[src/rtl/serial_pixel_core.sv]
// UART 8N1 byte receiver plus WS2812-style single-wire pixel serialiser.
// The two halves share only the clock and reset.
module serial_pixel_core #(
    parameter int unsigned CLKS_PER_BIT = 104,
    parameter int unsigned BIT_CLKS     = 15,
    parameter int unsigned T0H_CLKS     = 4,
    parameter int unsigned T1H_CLKS     = 8
) (
    input  logic       CLK,
    input  logic       RST,
    input  logic       RX,
    output logic [7:0] rx_byte,
    output logic       rx_valid,
    input  logic       pix_valid,
    input  logic [7:0] red,
    input  logic [7:0] green,
    input  logic [7:0] blue,
    output logic       pix_dout,
    output logic       busy
);

    localparam int unsigned RX_TW    = $clog2(CLKS_PER_BIT);
    localparam int unsigned HALF_BIT = CLKS_PER_BIT / 2;
    localparam int unsigned PX_TW    = $clog2(BIT_CLKS + 1);
    localparam int unsigned PIX_BITS = 24;
    localparam int unsigned PX_BW    = $clog2(PIX_BITS);

    localparam logic [RX_TW-1:0] RX_HALF_LAST = RX_TW'(HALF_BIT - 1);
    localparam logic [RX_TW-1:0] RX_BIT_LAST  = RX_TW'(CLKS_PER_BIT - 1);
    localparam logic [PX_TW-1:0] PX_TICK_LAST = PX_TW'(BIT_CLKS - 1);
    localparam logic [PX_TW-1:0] T0H          = PX_TW'(T0H_CLKS);
    localparam logic [PX_TW-1:0] T1H          = PX_TW'(T1H_CLKS);
    localparam logic [PX_BW-1:0] PX_BIT_LAST  = PX_BW'(PIX_BITS - 1);

    typedef enum logic [2:0] {
        RX_IDLE,
        RX_START,
        RX_DATA,
        RX_STOP,
        RX_WAIT_HIGH
    } rx_state_t;

    typedef enum logic {
        PX_IDLE,
        PX_SEND
    } px_state_t;

    rx_state_t          rx_state;
    logic               rx_meta;
    logic               rx_sync;
    logic [RX_TW-1:0]   rx_timer;
    logic [2:0]         rx_bit;
    logic [7:0]         rx_shift;

    px_state_t          px_state;
    logic [PIX_BITS-1:0] px_shift;
    logic [PX_TW-1:0]   px_tick;
    logic [PX_BW-1:0]   px_bit;
    logic [PX_TW-1:0]   px_high_c;

    // Receiver: two-flop synchroniser, then mid-bit sampling, LSB first.
    always_ff @(posedge CLK) begin
        if (RST) begin
            rx_meta  <= 1'b1;
            rx_sync  <= 1'b1;
            rx_state <= RX_IDLE;
            rx_timer <= '0;
            rx_bit   <= '0;
            rx_shift <= '0;
            rx_byte  <= '0;
            rx_valid <= 1'b0;
        end else begin
            rx_meta  <= RX;
            rx_sync  <= rx_meta;
            rx_valid <= 1'b0;
            case (rx_state)
                RX_IDLE: begin
                    if (!rx_sync) begin
                        rx_state <= RX_START;
                        rx_timer <= '0;
                    end
                end
                RX_START: begin
                    if (rx_timer == RX_HALF_LAST) begin
                        rx_timer <= '0;
                        rx_bit   <= '0;
                        rx_state <= rx_sync ? RX_IDLE : RX_DATA;
                    end else begin
                        rx_timer <= rx_timer + 1'b1;
                    end
                end
                RX_DATA: begin
                    if (rx_timer == RX_BIT_LAST) begin
                        rx_timer <= '0;
                        rx_shift <= {rx_sync, rx_shift[7:1]};
                        rx_bit   <= rx_bit + 1'b1;
                        if (rx_bit == 3'd7) begin
                            rx_state <= RX_STOP;
                        end
                    end else begin
                        rx_timer <= rx_timer + 1'b1;
                    end
                end
                RX_STOP: begin
                    if (rx_timer == RX_BIT_LAST) begin
                        rx_timer <= '0;
                        if (rx_sync) begin
                            rx_byte  <= rx_shift;
                            rx_valid <= 1'b1;
                            rx_state <= RX_IDLE;
                        end else begin
                            rx_state <= RX_WAIT_HIGH;
                        end
                    end else begin
                        rx_timer <= rx_timer + 1'b1;
                    end
                end
                RX_WAIT_HIGH: begin
                    if (rx_sync) begin
                        rx_state <= RX_IDLE;
                    end
                end
                default: rx_state <= RX_IDLE;
            endcase
        end
    end

    // High time of the bit currently at the head of the shift register.
    assign px_high_c = px_shift[PIX_BITS-1] ? T1H : T0H;

    // Serialiser: each bit starts high and drops after its high time.
    always_ff @(posedge CLK) begin
        if (RST) begin
            px_state <= PX_IDLE;
            px_shift <= '0;
            px_tick  <= '0;
            px_bit   <= '0;
            busy     <= 1'b0;
            pix_dout <= 1'b0;
        end else begin
            case (px_state)
                PX_IDLE: begin
                    busy     <= 1'b0;
                    pix_dout <= 1'b0;
                    if (pix_valid) begin
                        px_shift <= {green, red, blue};
                        px_tick  <= '0;
                        px_bit   <= '0;
                        busy     <= 1'b1;
                        pix_dout <= 1'b1;
                        px_state <= PX_SEND;
                    end
                end
                PX_SEND: begin
                    if (px_tick == PX_TICK_LAST) begin
                        px_tick <= '0;
                        if (px_bit == PX_BIT_LAST) begin
                            busy     <= 1'b0;
                            pix_dout <= 1'b0;
                            px_state <= PX_IDLE;
                        end else begin
                            px_bit   <= px_bit + 1'b1;
                            px_shift <= {px_shift[PIX_BITS-2:0], 1'b0};
                            pix_dout <= 1'b1;
                        end
                    end else begin
                        px_tick  <= px_tick + 1'b1;
                        pix_dout <= (PX_TW'(px_tick + 1'b1) < px_high_c);
                    end
                end
                default: px_state <= PX_IDLE;
            endcase
        end
    end

endmodule

[config.mk]
export PLATFORM = sky130hd
export DESIGN_NAME = serial_pixel_core
export DESIGN_NICKNAME = d
export VERILOG_FILES = /design/src/rtl/serial_pixel_core.sv
export SDC_FILE = /design/constraint.sdc
export NUM_CORES = 1
export LEC_CHECK = 0
export BUFFER_PORTS_ARGS = -buffer_cell sky130_fd_sc_hd__buf_2
export CORE_MARGIN = 3
export CORE_UTILIZATION = 52
export CTS_CLUSTER_SIZE = 24
export DETAILED_ROUTE_END_ITERATION = 10
export GPL_TIMING_DRIVEN = 0
export HOLD_SLACK_MARGIN = 0.05
export PLACE_DENSITY = 0.75
export SYNTH_ARGS = -nofsm -noshare
export SYNTH_HDL_FRONTEND = slang
export SYNTH_SLANG_ARGS = --single-unit
[constraint.sdc]
create_clock -name CLK -period 1.8 [get_ports CLK]
set_input_delay 0.27 -clock CLK [delete_from_list [all_inputs] [get_ports CLK]]
set_output_delay 0.27 -clock CLK [all_outputs]
set_load 0.01 [all_outputs]
Word level (Yosys, flattened, before mapping)
Index checks and enable logic that the tools add are counted.
{"block": "totals", "regBits": 68, "inputBits": 28, "output_inout_bits": 11, "word_cells": 91}
{"block": "op_classes", "n_addsub": 4, "n_lt_le_gt_ge": 1, "eq_ne": 19, "mux": 38, "bitwise_logic": 3, "n_reduce_logical": 12}
{"operator": "$mux 24", "n": 3}
{"operator": "$pmux 24 s2", "n": 1}
{"operator": "$mux 3", "n": 9}
{"operator": "$mux 7", "n": 3}
{"operator": "$pmux 7 s3", "n": 1}
{"operator": "$ne 2x2->1 const B", "n": 8}
{"operator": "$mux 5", "n": 3}
{"operator": "$pmux 3 s5", "n": 1}
{"operator": "$mux 4", "n": 3}
{"operator": "$pmux 5 s2", "n": 1}
{"operator": "$reduce_and 3->1", "n": 3}
{"operator": "$pmux 4 s2", "n": 1}
{"operator": "$add 7x1->7 const B", "n": 1}
{"operator": "$eq 7x6->1 const B", "n": 1}
{"operator": "$eq 7x7->1 const B", "n": 1}
{"operator": "$mux 1", "n": 7}
{"operator": "$eq 3x2->1 const B", "n": 2}
{"operator": "$eq 3x3->1 const B", "n": 2}
{"operator": "$pmux 1 s2", "n": 3}
{"operator": "$pmux 3 s2", "n": 1}
{"operator": "$reduce_and 2->1", "n": 3}
{"operator": "$reduce_and 6->1", "n": 1}
{"operator": "$add 5x1->5 const B", "n": 1}
{"operator": "$eq 5x5->1 const B", "n": 1}
{"operator": "other kinds (13)", "n": 16}

Logic depth before layout (Yosys ltp)
{"block": "logic_depth", "depth_word": 4, "depth_mapped": 9, "depth_no_buf": 6}

Least setup slack after synthesis
No wires, ideal clock.
{"block": "synth_timing", "kind": "reg2reg", "startpoint": "register px_tick[0]", "endpoint": "register px_shift[1]", "setup_ns": 0.146, "t_arrival_ns": 1.524, "path_slack_ns": 0.130, "stages_incl_launch_ff": 10, "path_buffers": 3, "path_cell_list": "dfxtp_1 > inv_1 > ha_1 > and3_1 > buf_6 > a31o_4 > buf_6 > buf_12 > nor2_2 > a211oi_2"}
{"block": "synth_between", "elab_chain_cells": 3}
{"item": "start, declared", "line_no": "57", "rtl": "logic [PX_TW-1:0] px_tick;"}
{"item": "start signal, assigned", "line_no": "167", "rtl": "px_tick <= px_tick + 1'b1;"}
{"item": "$eq 4x4->1", "line_no": "155", "rtl": "if (px_tick == PX_TICK_LAST) begin"}
{"item": "$ne 2x1->1 (no line)"}
{"item": "$reduce_and 3->1 (no line)"}
{"item": "end signal, assigned", "line_no": "146", "rtl": "px_shift <= {green, red, blue};"}
{"item": "end signal, assigned", "line_no": "163", "rtl": "px_shift <= {px_shift[PIX_BITS-2:0], 1'b0};"}
{"item": "end, declared", "line_no": "56", "rtl": "logic [PIX_BITS-1:0] px_shift;"}
No other way between the ends.
A chain may end at the register's enable or synchronous reset.

Final worst setup path
{"block": "layout_timing", "startpoint": "register px_tick[0]", "endpoint": "register px_shift[5]"}
Same word-level chain as after synthesis.

==> summary.txt <==
Outcome
  – Status: complete, no violations

Timing
  – Worst-margin pin slew: 694 ps
  – Final max-slew violation count: 0
  – Worst Slack Setup Final: 94.0 ps
  – Clock skew: 8.46 ps
  – Final setup violation count: 0
  – Worst slew margin: 0.536
  – Final Hold Viols: 0
  – Final TNS setup: 0 ps
  – Max frequency: 0.586 GHz
  – Unrepaired setup endpoints after global routing: no
  – Min cycle time layout: 1710 ps
  – Final Cycle Share: 0.948

Clock network
  – CTS tree: yes
  – CTS max path bufs: 2
  – Clock-pin slew on the worst setup and hold paths: 70 ps
  – CTS Buf Count: 9
  – Num Clock Sinks: 68
  – Htree depth: 3
  – Root buffer selected by CTS: clkbuf_8
  – Clk_lat worst skew: 340 ps

Run
  – Number of max-cap violations: 0

Logic synthesis
  – Ys flop type: dfxtp_1
  – Yosys reg bits: 68
  – Largest family of logic cells by synthesized area: simple AND/OR/NAND/NOR gates
  – Asr flop ratio synth: 0
  – Synthesized Nets: 363
  – Post-synthesis simple-gate area fraction: 0.188
  – Post-Syn Instances: 328
  – Number of synthesized flops with an enable pin: 0
  – Complex-gate fraction of the synthesized area: 0.163
  – Sequential-to-total area share from yosys stat: 0.420
  – Synth Area in XOR/XNOR: 0.0162
  – Synth Area in Adders: 0.0270
  – Ys Warns: 0
  – Post-Syn Area per Cell: 9.88 sq um
  – Mux contribution to synthesized area: 0.130
  – Post-synth design cell area: 3240 sq um
  – Distinct cells, synth: 47

Final layout
  – Commonest non-fill, non-tap cell in the layout: dfxtp_1
  – Nets@finish: 413
  – Post-Layout Cell Count: 458
  – # diodes: 0
  – Most frequent cells in the layout: dfxtp_1 (66), buf_2 (45), nor2_1 (45)
  – Syn-to-layout area delta: 18.1%
  – Layout cells sized above 1: 0.308

Min path
  – Hold Path End: rx_meta
  – Hold Path Origin: RX
  – Worst Hold Class: input pin to flip-flop
  – Hold Path Depth: 2

Placement
  – DP Cell Count: 441
  – Pre-CTS setup slack: 5.10 ps
  – GPL Wtd Cong: 0.789
  – IO Port Bufs: 38
  – HPWL after DPL: 4.37 mm

Critical path
  – Reg2reg end: px_shift[5]
  – Setup crit end kind: flip-flop
  – Reg2reg path depth: 9
  – Worst Setup Path Type: flip-flop to flip-flop
  – Worst-path fanout max: 10
  – Worst R2R Setup Slack: 90 ps
  – Worst EP arrival: 1900 ps
  – Req. time, crit path: 2000 ps
  – Worst Setup Start Kind: flip-flop
  – RR Startpoint: px_tick[0]

Power
  – Total power: 0.00350 W
  – Peak supply drop: 0.551 mV
  – Power density over the cells: 914 nW/um^2
  – Leak: 1.59 nW

Global route
  – Largest net degree at the start of global routing: 13
  – Antenna violations before repair: 0
  – Remaining Overflow, GRT: 0
  – GRT Util Overall: 0.185
  – Global Route met2 Usage: 0.310
  – GRT Max-Usage Layer: met2
  – Vias in the first global route: 2398
  – First-pass GRT wire length: 10.9 mm
  – GRT met3 Usage: 0.0612
  – Met1 usage in global routing: 0.223

Drt
  – Routed via count: 2504
  – Via/cell ratio: 5.47
  – Total Routed Length: 6.35 mm
  – DR pass1 iterations: 4
  – DR DRC count: 0
  – DR WL/cell: 13.9 um
  – Final ANT Viol Nets: 0
  – Iteration-0 DRC Markers: 107

Floorplanning
  – Die W: 84.9 um
  – Row cnt: 28
  – Chip height: 84.9 um
  – Top Ports: 39
  – Die ar.: 7210 sq um
  – Initial core utilization: 0.541
  – Core box area: 5990 sq um
## registers in the layout (all words and copies together), names as in the netlist
name and flops:
px_bit 5, px_shift 24, rx_valid 1, px_tick 4, rx_shift 8, pix_dout 1
rx_meta 1, busy 1, px_state 1, rx_sync 1, rx_state 3, rx_byte 8
rx_timer 7, rx_bit 3
## report_power, final
group | leakage [nW] | switching, W | internal, W
Combinational | 0.910 | 0.000192 | 0.000162
Sequential | 0.555 | 0.0000347 | 0.00156
Clock | 0.122 | 0.000588 | 0.000958
Total | 1.59 | 0.000815 | 0.00268
## worst max-delay path, cell delays in order (launching register included)
cell	delay (ps)
dfxtp_2	330
inv_1	50
ha_1	200
and3_1	190
buf_6	130
a31o_4	240
buf_6	140
buf_12	150
nor2_2	90
a211oi_2	50
## final cells by class
cell class,instances,area [sq um]
Inverter,4,15.0
Fill cell,473,2160
Clock inverter,6,111
Clock buffer,10,138
Buffer,23,164
Multi-Input combinational cell,233,1740
Tap cell,75,93.8
Timing Repair Buffer,39,198
Sequential cell,68,1360
## metrics by stage
stage / instance area, sq um / util / hold slack, ps
finish: 3830 / 0.639 / 108
floorplan: 3240 / - / 374
detailed placement: 3520 / 0.588 / 406
global route: 3830 / 0.639 / 87.2
global placement: 3520 / 0.588 / 392
CTS: 3780 / 0.631 / 93.2
## metal layers
layer,wire length (um),vias to the layer above
met5,0,-
met4,108,0
met3,230,10
met2,3130,42
met1,2880,1184
li1,-,1268
## kinds of logic after synthesis
family,after synthesis
AND/OR/NAND/NOR,119
XOR/XNOR,6
AO/OA/AOI/OAI,59
flip-flops,68
buffers and inverters,27
adder cells (fa/ha/maj),7
multiplexers,42
## worst max path at each step
stage / startpoint / endpoint / slack, ps / cells past startpoint
6_report: px_tick[0] / px_shift[5] / 90 / 9
5_1_grt: px_tick[0] / px_shift[21] / 10 / 9
4_1_cts: px_tick[0] / px_shift[21] / 40 / 9
3_5_place_dp: rx_timer[0] / rx_timer[6] / 5 / 6
3_3_place_gp: rx_timer[0] / rx_timer[6] / 30 / 6
2_1_floorplan: px_tick[0] / px_shift[1] / 130 / 9
## cell usage after synthesis, drive strengths merged (3+ instances only)
cell     n  share of area
buf     16          0.042
and3     3         0.0062
a211oi  23          0.084
nor3     6         0.0093
ha       7          0.027
nand4    4         0.0077
nor3b    5          0.012
inv      4         0.0046
a31oi    3         0.0058
a21oi   13          0.021
nand3   10          0.015
clkbuf   7         0.0081
mux2i   42           0.13
nor2    55          0.071
nor2b    4         0.0077
o21ai    5         0.0077
dfxtp   68           0.42
nand2   15          0.017
and3b    3         0.0081
xnor2    6          0.016
or2      4         0.0077
## timing repair
| action | 4_1_cts | 5_1_grt |
|---|---|---|
| setup endpoints to repair | 5 | 24 |
| hold buffers | 0 | 0 |
| setup buffers | 0 | 1 |
| pin swaps | 0 | 2 |
| gates cloned | 0 | 0 |
| resized for setup | 2 | 7 |
| hold endpoints to repair | 0 | 0 |
No activity file was read; power rests on OpenSTA's default activity.
